===== src/rtl/frontier_queue_ctrl.sv =====
// Frontier-queue sequencer: unsorted packed array spread over three single-port RAMs,
// linear-scan PUSH-with-relax and POP_MIN with last-entry compaction.
module frontier_queue_ctrl #(
  parameter int DATA_W = 16,
  parameter int DEPTH  = 256,
  parameter int ADDR_W = 8
) (
  input  logic              clk,
  input  logic              rst_n,
  input  logic              cmd_valid,
  output logic              cmd_ready,
  input  logic [1:0]        cmd_op,
  input  logic [DATA_W-1:0] cmd_vertex,
  input  logic [DATA_W-1:0] cmd_prev,
  input  logic [DATA_W-1:0] cmd_dist,
  output logic              rsp_valid,
  output logic [1:0]        rsp_status,
  output logic [DATA_W-1:0] rsp_vertex,
  output logic [DATA_W-1:0] rsp_prev,
  output logic [DATA_W-1:0] rsp_dist,
  output logic [ADDR_W-1:0] mem_addr,
  output logic              mem_wren,
  output logic [DATA_W-1:0] mem_vertex_d,
  output logic [DATA_W-1:0] mem_prev_d,
  output logic [DATA_W-1:0] mem_dist_d,
  input  logic [DATA_W-1:0] mem_vertex_q,
  input  logic [DATA_W-1:0] mem_prev_q,
  input  logic [DATA_W-1:0] mem_dist_q,
  output logic [ADDR_W:0]   count,
  output logic              empty,
  output logic              full,
  output logic [2:0]        dbg_state
);

  // Handshake: a command is taken on any cycle with cmd_valid && cmd_ready (IDLE only);
  // exactly one single-cycle rsp_valid pulse follows, and it cannot be stalled.

  localparam logic [2:0] IDLE       = 3'd0;
  localparam logic [2:0] PUSH_SCAN  = 3'd1;
  localparam logic [2:0] PUSH_WR    = 3'd2;
  localparam logic [2:0] POP_SCAN   = 3'd3;
  localparam logic [2:0] POP_RDLAST = 3'd4;
  localparam logic [2:0] POP_WR     = 3'd5;
  localparam logic [2:0] RESP       = 3'd6;

  localparam logic [1:0] OP_PUSH  = 2'b01;
  localparam logic [1:0] OP_POP   = 2'b10;
  localparam logic [1:0] OP_CLEAR = 2'b11;

  localparam logic [1:0] ST_OK      = 2'b00;
  localparam logic [1:0] ST_EMPTY   = 2'b01;
  localparam logic [1:0] ST_FULL    = 2'b10;
  localparam logic [1:0] ST_DROPPED = 2'b11;

  localparam logic [ADDR_W:0] DEPTH_C = (ADDR_W+1)'(DEPTH);

  logic [2:0]        state;
  logic [ADDR_W:0]   count_r;
  logic [DATA_W-1:0] v_r, p_r, d_r;
  logic [ADDR_W:0]   scan_idx;
  logic              cmp_vld;
  logic [ADDR_W:0]   cmp_idx;
  logic [ADDR_W:0]   wr_idx;
  logic              push_append;
  logic              have_min;
  logic [DATA_W-1:0] min_v, min_p, min_d;
  logic [ADDR_W:0]   min_idx;
  logic [1:0]        status_r;
  logic              rsp_data_r;

  logic              issuing;
  logic              last_cmp;
  logic              take;
  logic [ADDR_W:0]   last_idx;
  logic [ADDR_W:0]   nxt_min_idx;

  assign last_idx    = count_r - 1'b1;
  assign issuing     = (scan_idx < count_r);
  assign last_cmp    = cmp_vld && (cmp_idx == last_idx);
  // Strict less-than keeps the earliest index on equal distances.
  assign take        = cmp_vld && (!have_min || (mem_dist_q < min_d));
  assign nxt_min_idx = take ? cmp_idx : min_idx;

  always_ff @(posedge clk or negedge rst_n) begin
    if (!rst_n) begin
      state       <= IDLE;
      count_r     <= '0;
      v_r         <= '0;
      p_r         <= '0;
      d_r         <= '0;
      scan_idx    <= '0;
      cmp_vld     <= 1'b0;
      cmp_idx     <= '0;
      wr_idx      <= '0;
      push_append <= 1'b0;
      have_min    <= 1'b0;
      min_v       <= '0;
      min_p       <= '0;
      min_d       <= '0;
      min_idx     <= '0;
      status_r    <= ST_OK;
      rsp_data_r  <= 1'b0;
    end else begin
      case (state)
        IDLE: begin
          if (cmd_valid) begin
            v_r        <= cmd_vertex;
            p_r        <= cmd_prev;
            d_r        <= cmd_dist;
            scan_idx   <= '0;
            cmp_vld    <= 1'b0;
            have_min   <= 1'b0;
            status_r   <= ST_OK;
            rsp_data_r <= 1'b0;
            case (cmd_op)
              OP_PUSH: begin
                if (count_r == '0) begin
                  wr_idx      <= '0;
                  push_append <= 1'b1;
                  state       <= PUSH_WR;
                end else begin
                  state <= PUSH_SCAN;
                end
              end
              OP_POP: begin
                if (count_r == '0) begin
                  status_r <= ST_EMPTY;
                  state    <= RESP;
                end else begin
                  state <= POP_SCAN;
                end
              end
              OP_CLEAR: begin
                count_r <= '0;
                state   <= RESP;
              end
              default: state <= RESP;
            endcase
          end
        end
        PUSH_SCAN: begin
          if (issuing) scan_idx <= scan_idx + 1'b1;
          cmp_vld <= issuing;
          cmp_idx <= scan_idx;
          if (cmp_vld && (mem_vertex_q == v_r)) begin
            if (d_r < mem_dist_q) begin
              wr_idx      <= cmp_idx;
              push_append <= 1'b0;
              state       <= PUSH_WR;
            end else begin
              status_r <= ST_DROPPED;
              state    <= RESP;
            end
          end else if (last_cmp) begin
            if (count_r < DEPTH_C) begin
              wr_idx      <= count_r;
              push_append <= 1'b1;
              state       <= PUSH_WR;
            end else begin
              status_r <= ST_FULL;
              state    <= RESP;
            end
          end
        end
        PUSH_WR: begin
          count_r <= count_r + {{ADDR_W{1'b0}}, push_append};
          state   <= RESP;
        end
        POP_SCAN: begin
          if (issuing) scan_idx <= scan_idx + 1'b1;
          cmp_vld <= issuing;
          cmp_idx <= scan_idx;
          if (take) begin
            have_min <= 1'b1;
            min_v    <= mem_vertex_q;
            min_p    <= mem_prev_q;
            min_d    <= mem_dist_q;
            min_idx  <= cmp_idx;
          end
          if (last_cmp) begin
            wr_idx     <= nxt_min_idx;
            rsp_data_r <= 1'b1;
            if (nxt_min_idx == last_idx) begin
              count_r <= last_idx;
              state   <= RESP;
            end else begin
              state <= POP_RDLAST;
            end
          end
        end
        POP_RDLAST: state <= POP_WR;
        POP_WR: begin
          count_r <= last_idx;
          state   <= RESP;
        end
        RESP:    state <= IDLE;
        default: state <= IDLE;
      endcase
    end
  end

  assign cmd_ready  = (state == IDLE);
  assign rsp_valid  = (state == RESP);
  assign rsp_status = rsp_valid ? status_r : ST_OK;
  assign rsp_vertex = (rsp_valid && rsp_data_r) ? min_v : '0;
  assign rsp_prev   = (rsp_valid && rsp_data_r) ? min_p : '0;
  assign rsp_dist   = (rsp_valid && rsp_data_r) ? min_d : '0;

  // POP_WR forwards the RAM output directly: it holds entry count-1 read in POP_RDLAST.
  always_comb begin
    mem_addr     = '0;
    mem_wren     = 1'b0;
    mem_vertex_d = '0;
    mem_prev_d   = '0;
    mem_dist_d   = '0;
    case (state)
      PUSH_SCAN, POP_SCAN: mem_addr = scan_idx[ADDR_W-1:0];
      POP_RDLAST:          mem_addr = last_idx[ADDR_W-1:0];
      PUSH_WR: begin
        mem_addr     = wr_idx[ADDR_W-1:0];
        mem_wren     = 1'b1;
        mem_vertex_d = v_r;
        mem_prev_d   = p_r;
        mem_dist_d   = d_r;
      end
      POP_WR: begin
        mem_addr     = wr_idx[ADDR_W-1:0];
        mem_wren     = 1'b1;
        mem_vertex_d = mem_vertex_q;
        mem_prev_d   = mem_prev_q;
        mem_dist_d   = mem_dist_q;
      end
      default: ;
    endcase
  end

  assign count     = count_r;
  assign empty     = (count_r == '0);
  assign full      = (count_r == DEPTH_C);
  assign dbg_state = state;

endmodule


===== config.mk =====
export PLATFORM = sky130hd
export DESIGN_NAME = frontier_queue_ctrl
export DESIGN_NICKNAME = d
export VERILOG_FILES = /design/src/rtl/frontier_queue_ctrl.sv
export SDC_FILE = /design/constraint.sdc
export NUM_CORES = 1
export LEC_CHECK = 0
export BUFFER_PORTS_ARGS = -buffer_cell sky130_fd_sc_hd__buf_2
export CAP_MARGIN = 0
export CORE_MARGIN = 3
export CORE_UTILIZATION = 39
export CTS_BUF_LIST = sky130_fd_sc_hd__clkbuf_8
export CTS_CLUSTER_DIAMETER = 120
export DETAILED_ROUTE_END_ITERATION = 7
export PLACE_DENSITY = 0.72
export SLEW_MARGIN = 20
export SYNTH_ARGS = -nofsm -noshare
export SYNTH_HDL_FRONTEND = slang
export SYNTH_SLANG_ARGS = --single-unit

===== constraint.sdc =====
create_clock -name clk -period 4.11 [get_ports clk]
set_clock_uncertainty 0.05 [all_clocks]
set_input_delay 0.411 -clock clk [delete_from_list [all_inputs] [get_ports clk]]
set_output_delay 0.411 -clock clk [all_outputs]
set_load 0.02 [all_outputs]

# Word-level counts from Yosys, hierarchy flattened
# Index checks and enable logic that the tools add are counted.
# word_totals
reg_bits	149
# classes
n_eq_ne	26
add_sub_neg	3
n_lt_le_gt_ge	4
n_reduce_logical	26
muxes	60
# ops
operator	count
one-hot mux 16 bit (2 select lines)	3
two-way mux 8 bit	8
two-way mux 9 bit	7
two-way mux 16 bit	3
one-hot mux 8 bit (3 select lines)	2
one-hot mux 9 bit (4 select lines)	1
< comparator 16 bit	2
two-way mux 3 bit	7
== test 9 bit	2
one-hot mux 9 bit (2 select lines)	1
== test 16 bit	1
two-way mux 2 bit	8
!= test 3 bit, second input constant	5
one-hot mux 3 bit (5 select lines)	1
two-way mux 1 bit	13
AND reduction 3 bit	4
AND reduction 5 bit	2
adder 9 x 1 -> 9 bit	1
adder 9 x 1 -> 9 bit, second input constant	1
== test 3 bit, second input constant	3
== test 9 bit, second input constant	1
zero test 9 bit	1
< comparator 9 bit	1
< comparator 9 bit, second input constant	1
other kinds (21)	40

# Longest topological paths before layout
# Gate-level depths: netlist (run 1).
# depth
word_depth	8
ltp_mapped	14
depth_no_buf	12

# Worst setup path before layout (run 1)
# No wires, ideal clock.
# synth_timing
kind	reg2reg
start	register count_r[0] (netlist: count[0])
end	register wr_idx[0]
required_time_ns	3.935
arrival_time_ns	3.444
setup_slack_ns	0.491
setup_time_ns	0.125
stages_incl_launch_ff	15
path_cell_list	dfrtp_1 -> buf_2 -> inv_1 -> ha_1 -> or3b_4 -> xnor2_4 -> xnor2_1 -> or4_4 -> nor4_4 -> o21ai_2 -> a211o_1 -> a21oi_2 -> nand2b_2 -> buf_12 -> mux2_4
# synth_between
elab_chain_cells	5
word_cells_on_any_way	14
cone_classes	add/sub (1); order compare (1); eq/ne (5); mux (4); reduce/logical (3)
# synth_lines
element	line_no	source
start: declaration	58	logic [ADDR_W:0] count_r;
start signal: assignment	166	count_r <= count_r + {{ADDR_W{1'b0}}, push_append};
start signal: assignment	184	count_r <= last_idx;
start signal: assignment	193	count_r <= last_idx;
subtractor 9 x 1 -> 9 bit	77	assign last_idx = count_r - 1'b1;
== test 9 bit	79	assign last_cmp = cmp_vld && (cmp_idx == last_idx);
logical AND 1 bit	79	
!= test 3 bit (no line) or != test 2 bit (tied branches)	n/a	
AND reduction 8 bit (no line)	n/a	
end signal: assignment	147	wr_idx <= cmp_idx;
end signal: assignment	156	wr_idx <= count_r;
end signal: assignment	181	wr_idx <= nxt_min_idx;
end: declaration	63	logic [ADDR_W:0] wr_idx;
# Several ways; a longest one is shown, not always the timed one. The select of a mux whose other input is x is not followed.
# A chain may end at the register's enable or synchronous reset.

# Worst setup path in the final report (run 1)
# layout_timing
start	register count_r[0] (netlist: count[0])
end	register wr_idx[4]
# layout_between
elab_chain_cells	5
word_cells_on_any_way	10
cone_classes	add/sub (1); order compare (1); eq/ne (5); reduce/logical (3)
# layout_lines
element	line_no
subtractor 9 x 1 -> 9 bit	77
== test 9 bit	79
logical AND 1 bit	79
!= test 3 bit (no line) or != test 2 bit (tied branches)	n/a
AND reduction 8 bit (no line) *	n/a
# Every way passes the cells marked *; elsewhere a longest branch is shown, timed or not.

==> flow_summary.ini, run 1 <==
[outcome]
outcome = complete, but fails checks
violations = negative hold slack

[timing]
fin_crit_ns = 3.78
clock.fmax_mhz = 265
post_route_hold_slack_ns = -0.0182
rsz0062_at_grt = no
final_cycle_share_pct = 91.9
drv_slew = 0
setup_total_negative_slack_ns = 0
worst_slew_pin_slew_ns = 0.891
finalHoldViolCount = 9
post-route-worst-setup-slack_ns = 0.333
timing.max_slew.rel_slack_pct = 40.6
setup_violations = 0

[placement]
postPlaceCellArea_mm2 = 0.0107
placedCellCount = 1497
detailedPlace.worstSlack_ns = 0.360
hpwlAfterDp_um = 20500
port_buffers = 223
finalWeightedCongestion = 0.883

[power_and_ir_drop]
internal_power_mw = 4.25
cellPowerDensity_mw_per_mm2 = 716
power_leakage_nw = 5.76
p_sw_mw = 3.69
power_frac_comb_pct = 51.3
power.clock.fraction_pct = 14.6
power.ir.vdd_worst_v = 0.000353
switching_share_pct = 46.4
power_mw = 7.94
p_seq_share_pct = 34.2

[setup_path]
arrival_ns = 4.07
critPathKind = reg -> reg
series_of_cell_instances_along_the_critical_path = inv_1, ha_1, or3b_4, xnor2_4, xnor2_1, or4_4, nor4_4, o21ai_2, a211o_1, a21oi_2, nand2b_2, mux2_4
critPathMaxFanout = 9
required_ns = 4.40
critical-path-slowest-cell = sky130_fd_sc_hd__or4_4
regToRegStartpoint = count[0]
critPathMaxStageDelay_ns = 0.55
regToRegSetupSlack_ns = 0.33
crit_path_start_kind = register
crit_path_end_kind = register
reg2reg_to = wr_idx[4]
worstRegToRegCells = 12

[yosys]
avgSynthCellArea_um2 = 9.29
synth_nets = 1141
ys_ff_latch = 149
synth_cell_type_count = 70
synth_sequential_area_ratio_pct = 40.4
netlist.area_leader.share_pct = 40.4
mappedNetlistArea_mm2 = 0.00924
synthesis.yosys.warnings = 0
netlist_top_cells_area = sky130_fd_sc_hd__dfrtp_1 (40%), sky130_fd_sc_hd__nand2_1 (8.5%), sky130_fd_sc_hd__ha_1 (6.1%)
synthArstFlopShare_pct = 100
synth_most_common_cell = sky130_fd_sc_hd__nand2_1
yosys.area.top_type = sky130_fd_sc_hd__dfrtp_1
yosys-top-cells-count = sky130_fd_sc_hd__nand2_1 (209), sky130_fd_sc_hd__dfrtp_1 (149), sky130_fd_sc_hd__and2_1 (51), sky130_fd_sc_hd__inv_1 (51), sky130_fd_sc_hd__clkbuf_1 (50)
ys.flop_type = sky130_fd_sc_hd__dfrtp_1
synth_enable_flop_cells = 0
syn-instance-count = 995

[final_layout]
layout-area-overhead-vs-synth_pct = 20.0
layout-drive-gt1-share_pct = 29.9
final_cell_count_no_fill = 1529
final_util_pct = 48.2
final_instance_area_mm2 = 0.0111
design.final.nets = 1349
num_antenna_cells = 0

[detailed_routing]
routed_wl_um = 28300
number_of_drc_markers_after_the_initial_detailed_route_iteration = 518
vias = 8205
detail_route.wl_per_cell_um = 18.5
drt-vias-per-instance = 5.37
drc_viols = 0
drt-pass1-iter-count = 5
ant_nets = 0

[global_routing]
grt_usage_pct = 22.1
first_global_vias = 8435
antenna_found_initial = 1
grt_max_degree = 95
wire_length_of_the_first_global_routing_pass_um = 46000
grt_remaining_overflow = 0

[flow_run]
maxCapViolCount = 0

[floorplanning]
row_count = 55
dieHeight_um = 160
initial_core_utilization_pct = 40.2
die-width_um = 160
num_io_pins = 224
design.core.area_mm2 = 0.0230
die_area_mm2 = 0.0256

[clock_tree]
tritoncts_clock_tree = built
worstSkewPairLatency_ns = 0.46
cts_root_buf = sky130_fd_sc_hd__clkbuf_8
ctsHtreeMaxLevel = 4
cts-buffers-inserted = 17
cts.sink_count = 149
cts-resized-gates = 0
cts_setup_buffers = 0
clk_transition_reported_paths_ns = 0.10
cts_hold_repair.buffers = 0
clock_path_buffers = 2

[hold_path]
holdCritPathClass = in -> async
[flip-flops by register name (all words and copies together) (netlist names)]
register and flops:
d_r 16, min_d 16, min_p 16, min_v 16, p_r 16, v_r 16, cmp_idx 9, count 9
min_idx 9, scan_idx 9, wr_idx 8, dbg_state 3, status_r 2, cmp_vld 1, have_min 1, push_append 1
rsp_data_r 1
[layout by cell type (no fill, tap or decap), types with 3 or more instances in the layout]
master | Yosys | final
sky130_fd_sc_hd__inv_6 | 0 | 4
sky130_fd_sc_hd__and2_1 | 51 | 50
sky130_fd_sc_hd__a31oi_1 | 3 | 3
sky130_fd_sc_hd__a221o_2 | 3 | 3
sky130_fd_sc_hd__mux2i_1 | 14 | 14
sky130_fd_sc_hd__nand2_1 | 209 | 208
sky130_fd_sc_hd__mux2_4 | 8 | 8
sky130_fd_sc_hd__o211ai_1 | 4 | 4
sky130_fd_sc_hd__xor2_1 | 17 | 17
sky130_fd_sc_hd__inv_1 | 51 | 52
sky130_fd_sc_hd__clkinv_8 | 0 | 3
sky130_fd_sc_hd__clkbuf_8 | 5 | 17
sky130_fd_sc_hd__and3_1 | 3 | 3
sky130_fd_sc_hd__a211oi_1 | 20 | 20
sky130_fd_sc_hd__nor2b_1 | 3 | 3
sky130_fd_sc_hd__nor2_1 | 38 | 36
sky130_fd_sc_hd__ha_1 | 45 | 45
sky130_fd_sc_hd__nand4_1 | 8 | 8
sky130_fd_sc_hd__nand3_1 | 13 | 13
sky130_fd_sc_hd__nand2b_1 | 8 | 8
sky130_fd_sc_hd__a21oi_1 | 34 | 34
sky130_fd_sc_hd__o2bb2ai_1 | 5 | 5
sky130_fd_sc_hd__o21ai_0 | 42 | 41
sky130_fd_sc_hd__nor3_1 | 8 | 8
sky130_fd_sc_hd__a21o_1 | 10 | 10
sky130_fd_sc_hd__dfrtp_1 | 149 | 149
sky130_fd_sc_hd__buf_4 | 0 | 27
sky130_fd_sc_hd__o31ai_1 | 5 | 5
sky130_fd_sc_hd__a22o_1 | 49 | 49
sky130_fd_sc_hd__o22ai_1 | 8 | 8
sky130_fd_sc_hd__a22oi_1 | 9 | 9
sky130_fd_sc_hd__nor4_1 | 4 | 4
sky130_fd_sc_hd__buf_2 | 5 | 222
sky130_fd_sc_hd__o221a_1 | 3 | 3
sky130_fd_sc_hd__mux2_2 | 43 | 43
sky130_fd_sc_hd__xnor2_1 | 22 | 22
sky130_fd_sc_hd__inv_8 | 0 | 5
[power by group through the flow]
stage	Sequential [mW]	Combinational, mW	Clock [mW]
after CTS	2.70	4.07	1.18
final	2.71	4.07	1.16
after floorplan	2.50	2.97	0
after detailed placement	2.72	4.05	0
after global placement	2.69	3.98	0
after global routing	2.80	4.50	1.25
[layer usage]
layer  up-vias  track usage (%)  share of wire, %
met5         -                0             0.046
met4         2             6.90               2.3
met3        46             6.33               7.4
met2       328             35.2                47
met1      3966             29.3                44
li1       3863                -                 -
[worst max-delay path by stage]
stage,startpoint,to,slack (ns),cells past startpoint
after floorplan,count[0],wr_idx[0],0.49,14
after global placement,count[0],wr_idx[7],0.49,12
after detailed placement,count[0],wr_idx[4],0.36,12
after CTS,count[0],wr_idx[4],0.34,12
after global routing,count[0],count[5],0.12,12
final,count[0],wr_idx[4],0.33,12
[kinds of logic after synthesis]
family | share of synthesized area, %
adder cells (fa/ha/maj) | 6.09
multiplexers | 8.06
XOR/XNOR | 4.50
flip-flops | 40.4
buffers and inverters | 5.77
AND/OR/NAND/NOR | 18.8
AO/OA/AOI/OAI | 16.4
[worst max-delay path: cells and delay by family, from the launching register on]
family / cells / cell delay (ns)
and+or+nand+nor: 4 / 1.55
AOI/OAI and AO/OA: 3 / 0.54
DFF: 1 / 0.51
muxes: 1 / 0.33
xor gates and xnor gates: 2 / 0.32
adders and majority gates: 1 / 0.19
buffers and inverters: 1 / 0.17
[final cells by class]
class | count | area (um2)
clock buffers | 17 | 234
clock inverters | 15 | 161
fillers | 2255 | 11900
inverters | 52 | 209
multi-input cells | 731 | 5000
flip-flops and latches | 149 | 3730
well taps | 313 | 392
repair buffers | 252 | 1370
Power figures use the tool's default switching activity.
==> run 2, diff against run 1 <==
CORE_ASPECT_RATIO = 1.75   (was not set)
==> flow_summary.ini, run 2 (synthesis results as in run 1) <==
[placement]
port_buffers = 223
finalWeightedCongestion = 0.895
postPlaceCellArea_mm2 = 0.0106
placedCellCount = 1476
hpwlAfterDp_um = 21100

[outcome]
outcome = finished, final reports clean

[timing]
worst_slew_pin_slew_ns = 0.796
rsz0062_at_grt = no
setup_total_negative_slack_ns = 0
setup_violations = 0
fin_crit_ns = 3.88
finalHoldViolCount = 0
final_cycle_share_pct = 94.5
timing.max_slew.rel_slack_pct = 46.8
clock.fmax_mhz = 257
drv_slew = 0

[global_routing]
wire_length_of_the_first_global_routing_pass_um = 45500
antenna_found_initial = 1
first_global_vias = 8687
grt_remaining_overflow = 0
grt_usage_pct = 22.6
grt_max_degree = 82

[setup_path]
crit_path_end_kind = register
arrival_ns = 4.18
critPathMaxFanout = 9
crit_path_start_kind = register
regToRegStartpoint = count[0]
worst_setup_path_startpoint = count[0]
required_ns = 4.40
worstRegToRegCells = 12
critPathKind = reg -> reg

[clock_tree]
cts.sink_count = 149
cts_root_buf = sky130_fd_sc_hd__clkbuf_8
ctsHtreeMaxLevel = 4
worstSkewPairLatency_ns = 0.46
cts-buffers-inserted = 17
clock_path_buffers = 2
clk_transition_reported_paths_ns = 0.09
tritoncts_clock_tree = built

[hold_path]
holdCritPathClass = in -> reg
hold_path_startpoint = cmd_prev[0]
worstHoldPathCells = 3

[detailed_routing]
drt-pass1-iter-count = 5
vias = 8195
number_of_drc_markers_after_the_initial_detailed_route_iteration = 437
routed_wl_um = 28300
drc_viols = 0
detail_route.wl_per_cell_um = 18.7
drt-vias-per-instance = 5.43
ant_nets = 0

[power_and_ir_drop]
power.clock.fraction_pct = 13.5
p_seq_share_pct = 34.5
power_leakage_nw = 5.70
power_mw = 7.72
cellPowerDensity_mw_per_mm2 = 704
internal_power_mw = 4.18
p_sw_mw = 3.54
switching_share_pct = 45.8
power.ir.vdd_worst_v = 0.000460
power_frac_comb_pct = 52.0

[final_layout]
layout_common_cells = sky130_fd_sc_hd__buf_2 (222), sky130_fd_sc_hd__nand2_1 (208), sky130_fd_sc_hd__dfrtp_1 (149), sky130_fd_sc_hd__inv_1 (53), sky130_fd_sc_hd__and2_1 (50)
layout-area-overhead-vs-synth_pct = 18.7
leading_cell_type_in_the_layout_fill_and_taps_excluded = sky130_fd_sc_hd__buf_2
layout-drive-gt1-share_pct = 29.3
final_cell_count_no_fill = 1510
design.final.nets = 1342
final_instance_area_mm2 = 0.0110

[flow_run]
maxCapViolCount = 0

[floorplanning]
die-width_um = 122
dieHeight_um = 210
row_count = 73
design.core.area_mm2 = 0.0230
initial_core_utilization_pct = 40.1
num_io_pins = 224
die_area_mm2 = 0.0256
## run 2: cell types whose count changed in the layout (fill, tap and decap cells not counted), sizes merged
cell / previous run / this run
buf: 252 / 244
inv: 61 / 54
clkinv: 5 / 8
clkbuf: 17 / 19
clkinvlp: 0 / 2
diode: 0 / 1
dlygate4sd3: 0 / 1
## run 2: area by class of cell
type,count,area [um2]
sequential,149,3730
antenna,1,2.50
clock inverter,13,86.3
fill,2279,12100
inverter,52,209
clock buffer,19,262
timing repair buffer,245,1300
multi-input combinational,731,5000
tap,300,375
## run 2: through the flow
stage | utilization (%) | hold slack (ns) | setup WS (ns)
after global placement | 46.1 | 0.404 | 0.353
after CTS | 47.6 | 0.0431 | 0.212
after global routing | 47.6 | 0.0556 | 0.0143
after detailed placement | 46.1 | 0.405 | 0.243
final | 47.6 | 0.0830 | 0.225
after floorplan | - | 0.0654 | 0.491
## run 2: final timing paths
kind	slack (ns)	end
min in group asynchronous	0.45	p_r[2]
min reg2reg	0.44	p_r[14]
min	0.08	p_r[0]
max	0.23	wr_idx[1]
max in group asynchronous	2.65	count[2]
max reg2reg	0.23	wr_idx[1]
## run 2: routing by layer
layer / track usage [%] / wire length, um
met5: 0 / 7
met4: 10.4 / 1070
met3: 4.93 / 1570
met2: 40.6 / 15100
met1: 25.0 / 10500
## run 2: worst max-delay path, cell delays in order (launching register included)
cell,delay [ns]
sky130_fd_sc_hd__dfrtp_1,0.50
sky130_fd_sc_hd__inv_1,0.17
sky130_fd_sc_hd__ha_1,0.19
sky130_fd_sc_hd__or3b_4,0.45
sky130_fd_sc_hd__xnor2_4,0.22
sky130_fd_sc_hd__xnor2_1,0.09
sky130_fd_sc_hd__or4_4,0.56
sky130_fd_sc_hd__nor4_4,0.30
sky130_fd_sc_hd__o21ai_2,0.12
sky130_fd_sc_hd__a211o_1,0.28
sky130_fd_sc_hd__a21oi_2,0.14
sky130_fd_sc_hd__nand2b_2,0.34
sky130_fd_sc_hd__mux2_4,0.34
## run 2: power groups by stage
stage	Clock, mW	Sequential (mW)	Combinational (mW)
2_1_floorplan	0	2.50	2.97
5_1_grt	1.13	2.76	4.44
3_3_place_gp	0	2.65	3.95
4_1_cts	1.07	2.66	4.04
6_report	1.04	2.66	4.01
3_5_place_dp	0	2.68	4.02
## run 2: timing repair
item / CTS / global route
hold endpoints to repair: 68 / 0
setup endpoints to repair: 0 / 8
gates resized for setup: 0 / 1
buffers inserted: 0 / 0
hold buffers: 1 / 0
==> run 3, diff against run 2 <==
--- a/constraint.sdc
+++ b/constraint.sdc
@@ -4,2 +4,2 @@
 set_output_delay 0.411 -clock clk [all_outputs]
-set_load 0.02 [all_outputs]
+set_load 0.05 [all_outputs]
==> flow_summary.ini, run 3 (synthesis results as in run 1) <==
[global_routing]
grt_max_degree = 85
grt_usage_pct = 22.2
first_global_vias = 8527
antenna_found_initial = 1
grt_remaining_overflow = 0
wire_length_of_the_first_global_routing_pass_um = 44600

[flow_run]
maxCapViolCount = 0

[setup_path]
critPathMaxFanout = 8
arrival_ns = 4.14
required_ns = 4.41
crit_path_start_kind = register
crit_path_end_kind = register
critPathKind = reg -> reg

[detailed_routing]
met2_wirelength_um = 14800
number_of_drc_markers_after_the_initial_detailed_route_iteration = 379
ant_nets = 0
drt-pass1-iter-count = 7
routed_wl_um = 28000
route.top_layer_used = met5
drt-vias-per-instance = 5.35
route.met3.wl_um = 1660
drc_viols = 0
detail_route.wl_per_cell_um = 18.6
route.layer.met1.wl_um = 10500
vias = 8070

[timing]
clock.fmax_mhz = 261
rsz0062_at_grt = no
setup_violations = 0
setup_total_negative_slack_ns = 0
drv_slew = 0
post_route_hold_slack_ns = 0.0781
timing.max_slew.rel_slack_pct = 52.0
final_cycle_share_pct = 93.4
finalHoldViolCount = 0
worst_slew_pin_slew_ns = 0.720
fin_crit_ns = 3.84

[final_layout]
final_instance_area_mm2 = 0.0110
layout-drive-gt1-share_pct = 29.2
final-seq-area_mm2 = 0.00373
final_cell_count_no_fill = 1509
filler_cell_count = 2275
design.final.nets = 1342
num_antenna_cells = 0
layout-area-overhead-vs-synth_pct = 19.2
layout_common_cells = sky130_fd_sc_hd__buf_2 (222), sky130_fd_sc_hd__nand2_1 (208), sky130_fd_sc_hd__dfrtp_1 (149), sky130_fd_sc_hd__inv_1 (54), sky130_fd_sc_hd__and2_1 (50)
multiInputGateArea_mm2 = 0.00500
leading_cell_type_in_the_layout_fill_and_taps_excluded = sky130_fd_sc_hd__buf_2

[power_and_ir_drop]
power_mw = 8.50
power.ir.vdd_worst_v = 0.000300
cellPowerDensity_mw_per_mm2 = 772
power_leakage_nw = 5.73

[floorplanning]
num_io_pins = 224
row_count = 73
dieHeight_um = 210
design.core.area_mm2 = 0.0230
die_area_mm2 = 0.0256
initial_core_utilization_pct = 40.1
die-width_um = 122

[placement]
hpwlAfterDp_um = 20800
placedCellCount = 1476
postPlaceCellArea_mm2 = 0.0106
finalWeightedCongestion = 0.926
port_buffers = 223

[clock_tree]
cts_root_buf = sky130_fd_sc_hd__clkbuf_8
cts-buffers-inserted = 17
ctsHtreeMaxLevel = 4
clock_path_buffers = 2
cts-resized-gates = 0
worstSkewPairLatency_ns = 0.47
cts.sink_count = 149
clk_transition_reported_paths_ns = 0.09
tritoncts_clock_tree = built

[hold_path]
holdCritPathClass = in -> reg

[outcome]
outcome = finished, final reports clean
==> run 3: power breakdown <==
part           internal [mW]  switching [mW]
clock                  0.577           0.574
combinational           1.64            3.03
sequential              2.10           0.581
==> run 3: layer usage <==
metal | track usage, % | up-vias
met5 | 0 | -
met1 | 24.6 | 3840
met4 | 10.6 | 2
li1 | - | 3851
met2 | 39.7 | 313
met3 | 4.80 | 64
==> run 3: final cells by class <==
cell class / instances / area share, %
clock buffer: 20 / 2.50
clock inverter: 12 / 1.02
inverter: 52 / 1.90
multi-input combinational: 731 / 45.4
sequential: 149 / 33.9
tap: 300 / 3.41
timing repair buffer: 245 / 11.9
==> run 3: per-stage QoR <==
step	util [%]	setup slack (ns)
after CTS	47.8	0.317
after global routing	47.8	0.0760
after floorplan	-	0.0275
after detailed placement	46.1	0.356
after global placement	46.1	0.430
final	47.8	0.272
==> run 3: worst paths after layout <==
path | from | endpoint | slack [ns] | cells after the start
max | count[1] | wr_idx[1] | 0.27 | 12
min | cmd_prev[5] | p_r[5] | 0.08 | 3
max reg2reg | count[1] | wr_idx[1] | 0.27 | 12
min reg2reg | rsp_data_r | rsp_data_r | 0.44 | 2
max in group asynchronous | rst_n | min_idx[0] | 2.66 | 3
min in group asynchronous | rst_n | p_r[2] | 0.44 | 2
==> run 3: what timing repair did <==
item,in CTS,in global routing
hold endpoints to repair,65,0
endpoints found under the setup margin,0,0
hold buffers,1,0
buffers inserted,0,0
==> run 3: worst max-delay path, stage by stage (launching register included) <==
cell and delay [ns]:
sky130_fd_sc_hd__dfrtp_1 0.44, sky130_fd_sc_hd__inv_1 0.15, sky130_fd_sc_hd__ha_1 0.19, sky130_fd_sc_hd__or3b_4 0.45
sky130_fd_sc_hd__nor3_1 0.39, sky130_fd_sc_hd__xnor2_1 0.28, sky130_fd_sc_hd__xnor2_1 0.16, sky130_fd_sc_hd__nor4_4 0.39
sky130_fd_sc_hd__o21ai_2 0.12, sky130_fd_sc_hd__a211o_1 0.28, sky130_fd_sc_hd__a21oi_2 0.14, sky130_fd_sc_hd__nand2b_2 0.34
sky130_fd_sc_hd__mux2_4 0.33
